File: src/rtl/aes_disp_pkg.sv
// aes_disp_pkg: shared sizing constants and pair-index type for the AES lane dispatcher.
package aes_disp_pkg;
    localparam int NUM_PAIRS = 12;
    localparam int LANE_W = 4;
    localparam int TEXT_W = 256;
    typedef logic [LANE_W-1:0] pair_idx_t;
endpackage

File: src/rtl/aes_disp_order_fifo.sv
// aes_disp_order_fifo: pair-index FIFO recording dispatch order; push and pop may coincide.
module aes_disp_order_fifo #(
    parameter int DEPTH = aes_disp_pkg::NUM_PAIRS,
    parameter int W = aes_disp_pkg::LANE_W
) (
    input  logic                       clk,
    input  logic                       rst,
    input  logic                       push_i,
    input  logic [W-1:0]               push_idx_i,
    input  logic                       pop_i,
    output logic [W-1:0]               head_o,
    output logic [$clog2(DEPTH+1)-1:0] count_o
);
    localparam int PW = $clog2(DEPTH);
    localparam int CW = $clog2(DEPTH + 1);
    logic [W-1:0] mem_q [DEPTH];
    logic [PW-1:0] wr_q, wr_d, rd_q, rd_d;
    logic [CW-1:0] cnt_q, cnt_d;
    function automatic logic [PW-1:0] wrap_inc(input logic [PW-1:0] p);
        return (p == PW'(DEPTH - 1)) ? '0 : p + 1'b1;
    endfunction
    always_comb begin
        wr_d = push_i ? wrap_inc(wr_q) : wr_q;
        rd_d = pop_i ? wrap_inc(rd_q) : rd_q;
        cnt_d = cnt_q + CW'(push_i) - CW'(pop_i);
    end
    always_ff @(posedge clk) begin
        if (!rst) begin
            wr_q <= '0;
            rd_q <= '0;
            cnt_q <= '0;
        end else begin
            wr_q <= wr_d;
            rd_q <= rd_d;
            cnt_q <= cnt_d;
        end
    end
    always_ff @(posedge clk) begin
        if (push_i) mem_q[wr_q] <= push_idx_i;
    end
    assign head_o = mem_q[rd_q];
    assign count_o = cnt_q;
endmodule

File: src/rtl/aes_lane_dispatcher.sv
// aes_lane_dispatcher: round-robin feeder for paired AES cores with an in-order completion tag stream.
// Define AES_DISP_STATS_EN to add the stat_words/stat_stall counters.
module aes_lane_dispatcher #(
    parameter int NUM_PAIRS = aes_disp_pkg::NUM_PAIRS,
    parameter int LANE_W = aes_disp_pkg::LANE_W
) (
    input  logic                              clk,
    input  logic                              rst,
`ifdef AES_DISP_STATS_EN
    output logic [31:0]                       stat_words,
    output logic [31:0]                       stat_stall,
`endif
    input  logic                              in_valid,
    output logic                              in_ready,
    input  logic [aes_disp_pkg::TEXT_W-1:0]   in_data,
    output logic [aes_disp_pkg::TEXT_W-1:0]   text_in,
    output logic [NUM_PAIRS-1:0]              kld,
    input  logic [2*NUM_PAIRS-1:0]            done,
    output logic                              ord_valid,
    input  logic                              ord_ready,
    output logic [LANE_W-1:0]                 ord_lane
);
    import aes_disp_pkg::*;
    localparam int CW = $clog2(NUM_PAIRS + 1);
    logic [TEXT_W-1:0] text_q, text_d;
    logic [NUM_PAIRS-1:0] kld_q, kld_d, busy_q, busy_d;
    logic [2*NUM_PAIRS-1:0] seen_q, seen_d;
    logic [LANE_W-1:0] rr_q, rr_d, sel, head;
    logic [CW-1:0] cnt;
    logic accept, pop;
    // Walk downward so the free pair nearest rr_q wins.
    always_comb begin
        sel = '0;
        for (int k = NUM_PAIRS - 1; k >= 0; k--)
            if (!busy_q[LANE_W'((int'(rr_q) + k) % NUM_PAIRS)]) sel = LANE_W'((int'(rr_q) + k) % NUM_PAIRS);
    end
    assign in_ready = ~&busy_q;
    assign accept = in_valid && in_ready;
    assign ord_valid = (cnt != '0) && seen_q[{head, 1'b0}] && seen_q[{head, 1'b1}];
    assign ord_lane = (cnt != '0) ? head : '0;
    assign pop = ord_valid && ord_ready;
    always_comb begin
        busy_d = busy_q;
        seen_d = seen_q;
        for (int p = 0; p < NUM_PAIRS; p++)
            seen_d[2*p +: 2] = seen_q[2*p +: 2] | (done[2*p +: 2] & {2{busy_q[p]}});
        if (accept) busy_d[sel] = 1'b1;
        // Pop clears after the done merge so a same-cycle done cannot survive it.
        if (pop) begin
            busy_d[head] = 1'b0;
            seen_d[{head, 1'b0}] = 1'b0;
            seen_d[{head, 1'b1}] = 1'b0;
        end
        kld_d = accept ? (NUM_PAIRS'(1) << sel) : '0;
        text_d = accept ? in_data : text_q;
        rr_d = accept ? ((sel == LANE_W'(NUM_PAIRS - 1)) ? '0 : sel + 1'b1) : rr_q;
    end
    always_ff @(posedge clk) begin
        if (!rst) begin
            text_q <= '0;
            kld_q <= '0;
            busy_q <= '0;
            seen_q <= '0;
            rr_q <= '0;
        end else begin
            text_q <= text_d;
            kld_q <= kld_d;
            busy_q <= busy_d;
            seen_q <= seen_d;
            rr_q <= rr_d;
        end
    end
    assign text_in = text_q;
    assign kld = kld_q;
    aes_disp_order_fifo #(.DEPTH(NUM_PAIRS), .W(LANE_W)) u_order (
        .clk        (clk),
        .rst        (rst),
        .push_i     (accept),
        .push_idx_i (sel),
        .pop_i      (pop),
        .head_o     (head),
        .count_o    (cnt)
    );
`ifdef AES_DISP_STATS_EN
    logic [31:0] words_q, stall_q;
    always_ff @(posedge clk) begin
        if (!rst) begin
            words_q <= '0;
            stall_q <= '0;
        end else begin
            words_q <= words_q + 32'(accept);
            stall_q <= stall_q + 32'(in_valid && !in_ready);
        end
    end
    assign stat_words = words_q;
    assign stat_stall = stall_q;
`endif
endmodule
File: config.mk
export PLATFORM = sky130hd
export DESIGN_NAME = aes_lane_dispatcher
export DESIGN_NICKNAME = d
export VERILOG_FILES = /design/src/rtl/aes_disp_pkg.sv /design/src/rtl/aes_disp_order_fifo.sv /design/src/rtl/aes_lane_dispatcher.sv
export SDC_FILE = /design/constraint.sdc
export NUM_CORES = 1
export LEC_CHECK = 0
export BUFFER_PORTS_ARGS = -buffer_cell sky130_fd_sc_hd__buf_2
export CORE_AREA = 2 2 214 216
export DETAILED_ROUTE_END_ITERATION = 10
export DIE_AREA = 0 0 216 218
export PLACE_DENSITY = 0.7
export SYNTH_ARGS = -nofsm -noshare
export SYNTH_HDL_FRONTEND = slang
export SYNTH_HIERARCHICAL = 1
export SYNTH_SLANG_ARGS = --single-unit
File: constraint.sdc
create_clock -name clk -period 7.6 [get_ports clk]
set_clock_uncertainty 0.2 [all_clocks]
set_input_delay 2.28 -clock clk [delete_from_list [all_inputs] [get_ports clk]]
set_output_delay 2.28 -clock clk [all_outputs]
set_load 0.03 [all_outputs]
==> results.tsv, run 1 <==
stage	metric	value	unit
floorplan	die height	218	um
clock_network	# clock sinks	372	
clock_network	clk buf depth	3	
sta	Pins Over Slew Limit	0	
yosys	Synth area leaders	dfxtp_1 39%, nand2_1 13%, a21boi_0 12%, edfxtp_1 8.6%, ha_1 3.2%	
floorplan	DIE WIDTH	216	um
yosys	number of synthesized flops with an enable pin	48	
global_routing	grt ovf	0	
power	Comb pwr share	31.6	%
place	Place WS	1.499	ns
power	Switch Pwr	0.002296	W
place	routability cong.	0.8859	
clock_network	H-tree Lvls	2	
clock_network	post_cts resized	0	
power	Flop pwr share	34.8	%
yosys	Synth Instances	1900	
sta	Final Cycle Share	81.84	%
worst_hold_path	hold depth	2	
yosys	YS warnings	6	
worst_setup_path	worst reg2reg setup slack	1.38	ns
floorplan	total die area	47090	um2
worst_setup_path	reg2reg start	rr_q[2]$_SDFFE_PN0P_	
clock_network	CTS buffer count	42	
global_routing	first-pass GRT wire length	83110	um
sta	unrepaired setup endpoints after global routing	false	
worst_setup_path	CP startpoint kind	register	
finish	# nets final	2721	
sta	Fmax	0.1608	GHz
worst_setup_path	crit path DAT	3.74	ns
yosys	Post-synth top cells	560 x nand2_1, 324 x dfxtp_1, 261 x a21boi_0	
place	port bufs	557	
clock_network	CTS tree	done	
detailed_routing	DR DRC count	0	
worst_setup_path	Critical Path Slowest Stage Cell	dfxtp_1	
outcome	outcome	finished clean	
sta	worst slew pin tran	1.061	ns
yosys	#FFs+latches synth	372	
yosys	post-synth top area cell	dfxtp_1	
power	clock share of power	33.6	%
power	Cell Pwr Density	303.5	nW/um2
detailed_routing	DR WL/cell	18.26	um
worst_setup_path	crit-path max FO	16	
power	internal power	0.004226	W
sta	max_slew headroom	29.29	%
worst_setup_path	critical path required time	5.12	ns
sta	Final setup viols	0	
yosys	sequential fraction of the synthesis area	47.20	%
clock_network	postcts setup bufs	0	
global_routing	largest net degree at the start of global routing	203	
yosys	post-synth top area share	38.62	%
worst_setup_path	slowest stage delay, CP	0.91	ns
sta	post-layout min period	6.220	ns
floorplan	Core Area	44890	um2
power	VDD IR-drop max	0.2015	mV
detailed_routing	routed vias	15570	
worst_setup_path	R2R depth	19	
detailed_routing	final wirelength	55330	um
power	Leakage	9.478	nW
yosys	synth unique cells	89	
detailed_routing	drt initial violations	1070	
finish	layout cells sized above 1	28.66	%
detailed_routing	antenna-violating nets left	0	
worst_hold_path	Hold Crit Endpoint	text_in[16]$_SDFFE_PN0P_	
worst_setup_path	Worst setup EP type	output pin	
worst_hold_path	hold_sp	text_in[16]$_SDFFE_PN0P_	
finish	Layout area overhead	27.95	%
clock_network	clock latency on the worst-skew pair	0.57	ns
yosys	ys async rst share	0	%
job	MaxCap Viol Count	0	
worst_setup_path	worst-path cell chain	mux2i_1, mux4_2, o21ai_1, a311oi_1, a211oi_1, a21oi_1, o22ai_1, nand2b_1, inv_1, buf_2	
yosys	mapped cell area	16800	um2
global_routing	GRT Total Usage	22.32	%
sta	final setup margin	1.380	ns
global_routing	initial antenna violation count	18	
finish	fill cell instance count of the final layout	4339	
yosys	Synth Net Count	2228	
worst_setup_path	CP Class	register to output pin	
sta	setup tns final	0	ns
global_routing	vias in the first global route	14650	
detailed_routing	TritonRoute pass-1 iters	5	
floorplan	starting density of the core	37.41	%
floorplan	# IOs	558	
clock_network	CTS Hold Bufs	0	
detailed_routing	Via density	5.138	
sta	Fin. Hold Viols	0	
yosys	most common flop cell mapped by yosys	dfxtp_1	
yosys	top-count cell post-synth	nand2_1	
yosys	post-synthesis area per instance	8.840	um2
worst_hold_path	Worst Hold Class	register to register	
clock_network	clk slew on worst S/H paths	0.06	ns
place	dpl hpwl	40850	um
floorplan	std cell rows	78	
clock_network	root buf cell	clkbuf_16	
power	switch share	35.20	%
worst_setup_path	Reg2Reg Capture Point	rr_q[2]$_SDFFE_PN0P_	
power groups by stage:
| stage | sequential, W | combinational (W) | clock (W) |
|---|---|---|---|
| finish | 0.00227 | 0.00206 | 0.00219 |
| global route | 0.00229 | 0.00224 | 0.00232 |
| CTS | 0.00227 | 0.00204 | 0.00224 |
| detailed placement | 0.00231 | 0.00203 | 0 |
| global placement | 0.00230 | 0.00198 | 0 |
| floorplan | 0.00244 | 0.00126 | 0 |
area by class of cell:
cell class                      instances  area, um2  share of cell area, %
Antenna cell                            5      12.51                0.05822
Inverter                               43      168.9                 0.7860
Tap cell                              600      750.7                  3.493
Clock buffer                           56       1206                  5.613
Sequential cell                       372       7928                  36.89
Timing Repair Buffer                  568       2889                  13.44
Multi-Input combinational cell       1366       8223                  38.26
Clock inverter                         20      312.8                  1.456
metrics by stage:
step,cell area [um2],cells,hold slack (ns),total power (W),util (%)
5_1_grt,21480,3025,0.2799,0.006842,47.84
4_1_cts,21480,3025,0.2625,0.006548,47.84
3_5_place_dp,19960,2949,0.2540,0.004339,44.46
3_3_place_gp,19960,2949,0.2475,0.004287,44.46
2_1_floorplan,16800,1900,0.2365,0.003708,-
6_report,21490,3030,0.2593,0.006522,47.87
flip-flops by register name (all words and copies together) (netlist names), named ones only:
register / cells
seen_q: 24
u_order/wr_q: 4
busy_q: 12
u_order/count_o: 4
u_order/rd_q: 4
u_order/mem_q: 48
rr_q: 4
text_in: 256
kld: 12
per-layer routing:
layer	global-route usage [%]	wire [um]	vias up
met2	38.77	27310	555
met3	6.206	3971	136
met4	7.534	1513	24
met1	26.57	22360	7359
met5	0	170	-
li1	-	-	7495
placed cells by master (no fill, tap or decap), drive strengths merged, types with 4 or more instances in the layout:
cell and instances:
and2 16, xor2 4, mux2i 34, buf 568
o31ai 6, mux2 5, or3 8, nand3b 5
nor4 4, a21boi 263, mux4 21, nand2 561
diode 5, a21o 9, a311oi 6, xnor2 12
nand3 24, a21oi 54, o21ai 51, clkbuf 56
dfxtp 324, nor2 66, inv 43, a211o 8
and3 10, or2 8, clkinv 11, bufinv 6
nand2b 9, o211ai 6, edfxtp 48, a211oi 10
nor3 23, a31o 4, a31oi 23, or4 4
nor2b 17, ha 43
worst max-delay path: cells and delay by family (launching register included):
family / cells / cell delay (ns)
flops: 1 / 0.91
compound gates: 5 / 1.21
buf+inv: 2 / 0.24
mux: 2 / 0.70
simple gates: 1 / 0.10
cell families after synthesis:
kind of cell	count (synthesis)	synth area share (%)
multiplexers	60	5.200
adder cells (fa/ha/maj)	44	3.322
flip-flops	372	47.20
buffers and inverters	162	3.888
XOR/XNOR	16	0.9908
AND/OR/NAND/NOR	769	19.22
AO/OA/AOI/OAI	477	20.18
worst max path at each step:
stage	end	cells past startpoint	start
2_1_floorplan	rr_q[2]$_SDFFE_PN0P_	22	rr_q[1]$_SDFFE_PN0P_
3_3_place_gp	rr_q[2]$_SDFFE_PN0P_	19	rr_q[2]$_SDFFE_PN0P_
3_5_place_dp	rr_q[2]$_SDFFE_PN0P_	19	rr_q[3]$_SDFFE_PN0P_
4_1_cts	ord_valid	10	register
5_1_grt	rr_q[2]$_SDFFE_PN0P_	19	rr_q[2]$_SDFFE_PN0P_
6_report	ord_valid	10	register
Note: power is estimated with default switching activity, not from simulation.
==> inputs of run 2 (changes only) <==
Settings changed: CORE_AREA 2 2 214 216 to 2 2 219 221, DIE_AREA 0 0 216 218 to 0 0 221 223.
Clock period 7.6 ns to 5.5 ns, I/O delays scaled along.
==> results.tsv, run 2 (same netlist as run 1, synthesis figures left out) <==
stage	metric	value	unit	change
worst_setup_path	CP Class	register to register		was register to output pin
finish	Final Cell Area	21760	um2	was 21490 um2
floorplan	# IOs	558		unchanged
sta	unrepaired setup endpoints after global routing	false		unchanged
detailed_routing	routed vias	15550		was 15570
worst_setup_path	CP most frequent cell	ha_1		
worst_setup_path	critical path required time	5.82	ns	was 5.12 ns
sta	Fmax	0.1933	GHz	
finish	layout cells sized above 1	29.88	%	was 28.66%
global_routing	initial antenna violation count	25		was 18
power	switch share	34.71	%	was 35.20%
detailed_routing	DR WL/cell	18.30	um	was 18.26 um
floorplan	DIE WIDTH	221	um	was 216 um
finish	# nets final	2748		was 2721
clock_network	clock latency on the worst-skew pair	0.58	ns	was 0.57 ns
worst_setup_path	CP startpoint kind	register		unchanged
finish	commonest non-fill, non-tap cell in the layout	nand2_1		unchanged
place	Inst Count DP	2992		was 2949
floorplan	std cell rows	80		was 78
detailed_routing	wire length on met2	26700	um	was 27310 um
global_routing	first-pass GRT wire length	85260	um	was 83110 um
clock_network	CTS buffer count	41		was 42
finish	Layout area overhead	29.57	%	was 27.95%
floorplan	die height	223	um	was 218 um
power	Leakage	9.622	nW	was 9.478 nW
outcome	outcome	finished clean		unchanged
sta	setup tns final	0	ns	unchanged
clock_network	postcts setup bufs	0		unchanged
floorplan	total die area	49280	um2	was 47090 um2
detailed_routing	final wirelength	56280	um	was 55330 um
detailed_routing	wl on met1	22220	um	was 22360 um
clock_network	clk buf depth	3		unchanged
sta	Min Hold Slack	0.2568	ns	was 0.2593 ns
power	Flop pwr share	34.7	%	was 34.8%
clock_network	# clock sinks	372		unchanged
finish	commonest non-fill, non-tap cells in the layout	559 x nand2_1, 556 x buf_2, 322 x dfxtp_1, 261 x a21boi_0, 65 x nor2_1		was 559 x nand2_1, 556 x buf_2, 324 x dfxtp_1, 261 x a21boi_0, 65 x nor2_1
detailed_routing	antenna-violating nets left	0		unchanged
clock_network	CTS tree	done		unchanged
detailed_routing	DR DRC count	0		unchanged
clock_network	H-tree Lvls	2		unchanged
sta	post-layout min period	5.173	ns	
detailed_routing	met3 wire len	4659	um	was 3971 um
power	Switch Pwr	0.003145	W	was 0.002296 W
clock_network	root buf cell	clkbuf_16		unchanged
worst_setup_path	crit path DAT	5.49	ns	was 3.74 ns
sta	Pins Over Slew Limit	0		unchanged
sta	Final Cycle Share	94.05	%	
global_routing	vias in the first global route	15070		was 14650
detailed_routing	Via density	5.056		was 5.138
detailed_routing	TritonRoute pass-1 iters	7		was 5
place	port bufs	557		unchanged
power	VDD IR-drop max	0.2834	mV	was 0.2015 mV
detailed_routing	top layer in use	met5		unchanged
worst_setup_path	slowest stage delay, CP	0.52	ns	was 0.91 ns
floorplan	Core Area	47150	um2	was 44890 um2
global_routing	largest net degree at the start of global routing	199		was 203
job	MaxCap Viol Count	0		unchanged
place	Area after DPL	20210	um2	was 19960 um2
place	dpl hpwl	42300	um	was 40850 um
finish	Final Non-Filler Cells	3076		was 3030
power	internal power	0.005915	W	was 0.004226 W
worst_hold_path	Worst Hold Class	register to register		unchanged
sta	Final setup viols	0		unchanged
global_routing	GRT Total Usage	21.94	%	was 22.32%
global_routing	grt ovf	0		unchanged
sta	max_slew headroom	23.75	%	was 29.29%
worst_setup_path	Critical Path Slowest Stage Cell	o41ai_1		was dfxtp_1
finish	Largest register FFs	256		unchanged
floorplan	starting density of the core	35.63	%	was 37.41%
power	Total Power	0.009061	W	was 0.006522 W
worst_setup_path	Worst setup EP type	register		was output pin
detailed_routing	drt initial violations	926		was 1070
sta	worst slew pin tran	1.144	ns	was 1.061 ns
worst_setup_path	crit-path max FO	15		was 16
power	Cell Pwr Density	416.3	nW/um2	was 303.5 nW/um2
sta	Fin. Hold Viols	0		unchanged
finish	fill cell instance count of the final layout	4602		was 4339
worst_setup_path	worst-path cell chain	buf_4, ha_1, a21oi_1, xnor2_1, ha_1, a31oi_1, mux2i_1, inv_1, ha_1, o21ai_0, or3_1, o311ai_1, buf_4, o41ai_1, o221ai_2, ha_1, nand3b_1, a21oi_1, a31o_2		was mux2i_1, mux4_2, o21ai_1, a311oi_1, a211oi_1, a21oi_1, o22ai_1, nand2b_1, inv_1, buf_2
clock_network	CTS Hold Bufs	0		unchanged
power	Comb pwr share	32.4	%	was 31.6%
place	routability cong.	0.9203		was 0.8859
power	clock share of power	32.9	%	was 33.6%
clock_network	clk slew on worst S/H paths	0.07	ns	was 0.06 ns
-- run 2: power groups by stage --
stage	clock network, W	logic [W]	registers [W]
6_report	0.00298	0.00294	0.00314
5_1_grt	0.00316	0.00319	0.00317
4_1_cts	0.00305	0.00289	0.00314
3_5_place_dp	0	0.00288	0.00320
3_3_place_gp	0	0.00283	0.00318
2_1_floorplan	0	0.00175	0.00338
-- run 2: final cells by class --
class                           count  area [um2]  share of cell area, %
Antenna cell                       11       27.53                 0.1265
Clock buffer                       56        1202                  5.525
Clock inverter                     17       276.5                  1.271
Inverter                           43       168.9                 0.7761
Multi-Input combinational cell   1366        8273                  38.01
Sequential cell                   372        7930                  36.44
Tap cell                          615       769.5                  3.536
Timing Repair Buffer              596        3115                  14.32
-- run 2: worst paths after layout --
path         slack (ns)                        to  cells after the start                     start
min                0.26  text_in[68]$_SDFFE_PN0P_                      2  text_in[68]$_SDFFE_PN0P_
max                0.33      rr_q[2]$_SDFFE_PN0P_                     19      rr_q[1]$_SDFFE_PN0P_
max reg2reg        0.33      rr_q[2]$_SDFFE_PN0P_                     19      rr_q[1]$_SDFFE_PN0P_
min reg2reg        0.26  text_in[68]$_SDFFE_PN0P_                      2  text_in[68]$_SDFFE_PN0P_
-- run 2: layer usage --
| layer | up-vias | global-route usage (%) |
|---|---|---|
| li1 | 7565 | - |
| met5 | - | 0 |
| met3 | 150 | 6.862 |
| met2 | 534 | 36.71 |
| met4 | 30 | 10.26 |
| met1 | 7273 | 25.64 |
-- run 2: critical path, delay by kind of cell, from the launching register on --
kind	cells	cell delay, ns
and+or+nand+nor	2	0.30
AOI/OAI and AO/OA	8	1.75
muxes	1	0.42
buffers and inverters	3	0.56
DFF	1	0.41
adders and majority gates	4	1.14
xor gates and xnor gates	1	0.33
-- run 2: through the flow --
| stage | utilization [%] | setup WS [ns] |
|---|---|---|
| final | 46.16 | 0.3273 |
| after global routing | 46.12 | 0.04415 |
| after CTS | 46.00 | 0.2534 |
| after detailed placement | 42.87 | 0.2896 |
| after global placement | 42.87 | 0.3229 |
| after floorplan | - | 0.04116 |
-- run 2: timing repair --
item,in CTS,in global routing
resized for setup,0,10
hold endpoints to repair,0,0
endpoints found under the setup margin,0,4
==> inputs of run 3 (changes only) <==
Settings changed: PLACE_DENSITY 0.7 to unset.
==> results.tsv, run 3 (same netlist as run 1, synthesis figures left out) <==
stage	metric	value	unit	change
outcome	outcome	finished clean		unchanged
sta	max_slew headroom	26.90	%	was 23.75%
power	internal power	0.005821	W	was 0.005915 W
clock_network	CTS tree	done		unchanged
detailed_routing	DR DRC count	0		unchanged
job	MaxCap Viol Count	0		unchanged
sta	Pins Over Slew Limit	0		unchanged
power	Switch Pwr	0.003204	W	was 0.003145 W
worst_setup_path	R2R depth	20		was 19
worst_hold_path	Worst Hold Class	register to register		unchanged
detailed_routing	drt initial violations	965		was 926
global_routing	initial antenna violation count	23		was 25
global_routing	grt ovf	0		unchanged
power	VDD IR-drop max	0.2686	mV	was 0.2834 mV
clock_network	clk slew on worst S/H paths	0.06	ns	was 0.07 ns
place	routability cong.	0.9380		was 0.9203
finish	commonest non-fill, non-tap cells in the layout	559 x nand2_1, 556 x buf_2, 324 x dfxtp_1, 261 x a21boi_0, 65 x nor2_1		was 559 x nand2_1, 556 x buf_2, 322 x dfxtp_1, 261 x a21boi_0, 65 x nor2_1
power	Flop pwr share	34.7	%	about the same
finish	layout cells sized above 1	29.63	%	was 29.88%
detailed_routing	routed vias	15550		about the same
worst_setup_path	reg2reg start	rr_q[2]$_SDFFE_PN0P_		was rr_q[1]$_SDFFE_PN0P_
power	Comb pwr share	32.9	%	was 32.4%
worst_setup_path	worst-path cell chain	buf_4, mux2i_1, mux4_2, o21ai_1, buf_4, a311oi_1, a211oi_1, a21oi_1, o22ai_1, nand2b_1, inv_1, buf_2		was buf_4, ha_1, a21oi_1, xnor2_1, ha_1, a31oi_1, mux2i_1, inv_1, ha_1, o21ai_0, or3_1, o311ai_1, buf_4, o41ai_1, o221ai_2, ha_1, nand3b_1, a21oi_1, a31o_2
worst_setup_path	slowest stage delay, CP	0.62	ns	was 0.52 ns
worst_setup_path	CP startpoint kind	register		unchanged
worst_setup_path	Worst setup EP type	output pin		was register
power	clock share of power	32.4	%	was 32.9%
worst_hold_path	hold depth	2		unchanged
worst_setup_path	Bufs and invs on worst path	4		was 3
sta	worst slew pin tran	1.096	ns	was 1.144 ns
sta	post-layout min period	5.209	ns	was 5.173 ns
finish	commonest non-fill, non-tap cell in the layout	nand2_1		unchanged
detailed_routing	DR WL/cell	18.79	um	was 18.30 um
clock_network	postcts setup bufs	0		unchanged
global_routing	vias in the first global route	14900		was 15070
sta	Fin. Hold Viols	0		unchanged
finish	fill cell instance count of the final layout	4666		was 4602
clock_network	H-tree Lvls	2		unchanged
power	Cell Pwr Density	415.7	nW/um2	was 416.3 nW/um2
floorplan	Core Area	47150	um2	unchanged
floorplan	starting density of the core	35.63	%	unchanged
worst_setup_path	crit path DAT	3.36	ns	was 5.49 ns
sta	unrepaired setup endpoints after global routing	false		unchanged
worst_setup_path	crit-path max FO	9		was 15
worst_hold_path	hold_sp	text_in[72]$_SDFFE_PN0P_		was text_in[68]$_SDFFE_PN0P_
finish	# nets final	2752		was 2748
sta	Fmax	0.1920	GHz	was 0.1933 GHz
clock_network	post_cts resized	0		unchanged
floorplan	std cell rows	80		unchanged
floorplan	# IOs	558		unchanged
detailed_routing	TritonRoute pass-1 iters	5		was 7
place	dpl hpwl	42980	um	was 42300 um
global_routing	largest net degree at the start of global routing	209		was 199
clock_network	CTS buffer count	44		was 41
detailed_routing	antenna-violating nets left	0		unchanged
clock_network	clk buf depth	3		unchanged
worst_setup_path	CP delay by family, top	compound AO/OA/AOI/OAI gates		unchanged
finish	Largest register FFs	256		unchanged
worst_setup_path	Stages on worst setup path	12		was 19
power	Leakage	9.622	nW	about the same
sta	Final Cycle Share	94.70	%	was 94.05%
clock_network	clock latency on the worst-skew pair	0.58	ns	about the same
clock_network	CTS Hold Bufs	0		unchanged
sta	setup tns final	0	ns	unchanged
clock_network	root buf cell	clkbuf_16		unchanged
sta	Min Hold Slack	0.2563	ns	was 0.2568 ns
detailed_routing	Via density	5.047		was 5.056
place	port bufs	557		unchanged
sta	Final setup viols	0		unchanged
floorplan	total die area	49280	um2	unchanged
clock_network	# clock sinks	372		unchanged
floorplan	DIE WIDTH	221	um	unchanged
worst_setup_path	Critical Path Slowest Stage Cell	dfxtp_1		was o41ai_1
floorplan	die height	223	um	unchanged
worst_setup_path	CP Class	register to output pin		was register to register
finish	Layout area overhead	29.25	%	was 29.57%
global_routing	GRT Total Usage	22.42	%	was 21.94%
global_routing	first-pass GRT wire length	87310	um	was 85260 um
worst_setup_path	CP most frequent cell	buf_4		was ha_1
worst_setup_path	critical path required time	3.65	ns	was 5.82 ns
power	switch share	35.50	%	was 34.71%
detailed_routing	final wirelength	57860	um	was 56280 um
worst_setup_path	worst reg2reg setup slack	0.49	ns	was 0.33 ns
## run 3: cell count changes in the layout (fill, tap and decap cells not counted), moves of 2 or more
cell	delta
dfxtp_1	+2
ha_1	+2
bufinv_16	-3
clkbuf_16	+3
clkbuf_8	-5
clkinv_4	-2
dfxtp_2	-2
clkinv_1	+3
diode_2	-3
ha_2	-2
clkinv_2	+5
## run 3: final timing paths
check / end
hold / removal: text_in[72]$_SDFFE_PN0P_
setup / recovery: ord_valid
setup reg to reg: kld[8]$_SDFF_PN0_
hold reg to reg: text_in[72]$_SDFFE_PN0P_
## run 3: layout make-up
| type | instances | area [um2] | share of cell area (%) |
|---|---|---|---|
| Multi-Input combinational cell | 1366 | 8232 | 37.92 |
| Sequential cell | 372 | 7928 | 36.52 |
| Timing Repair Buffer | 597 | 3132 | 14.43 |
| Clock buffer | 56 | 1217 | 5.608 |
| Tap cell | 615 | 769.5 | 3.545 |
| Clock inverter | 23 | 241.5 | 1.112 |
| Inverter | 43 | 168.9 | 0.7781 |
| Antenna cell | 8 | 20.02 | 0.09222 |
## run 3: power by group through the flow
stage               registers [W]  clock network [W]  logic [W]
floorplan                 0.00338                  0    0.00175
global placement          0.00318                  0    0.00289
detailed placement        0.00319                  0    0.00294
CTS                       0.00314            0.00299    0.00295
global route              0.00316            0.00310    0.00324
finish                    0.00314            0.00292    0.00297
## run 3: layer usage
metal,vias to the layer above,global-route usage (%),wire (um)
li1,7565,-,-
met1,7320,27.56,23950
met2,507,37.98,27910
met3,128,6.835,4371
met4,26,6.192,1458
met5,-,0,169
## run 3: stage by stage
stage               total power [W]  worst slack [ns]  cells  utilization [%]  instance area, um2
finish                     0.009025            0.2913   3080            46.05               21710
global route               0.009497           0.01597   3074            46.01               21690
CTS                        0.009078            0.2634   3072            46.00               21690
detailed placement         0.006128            0.5469   2993            42.91               20230
global placement           0.006079            0.6615   2993            42.91               20230
floorplan                  0.005128           0.04116   1900                -               16800
## run 3: tightest hold or removal path, delay by kind of cell, from the launching register on
| kind | cells | cell delay (ns) |
|---|---|---|
| AOI/OAI and AO/OA | 1 | 0.06 |
| DFF | 1 | 0.30 |
| and+or+nand+nor | 1 | 0.04 |
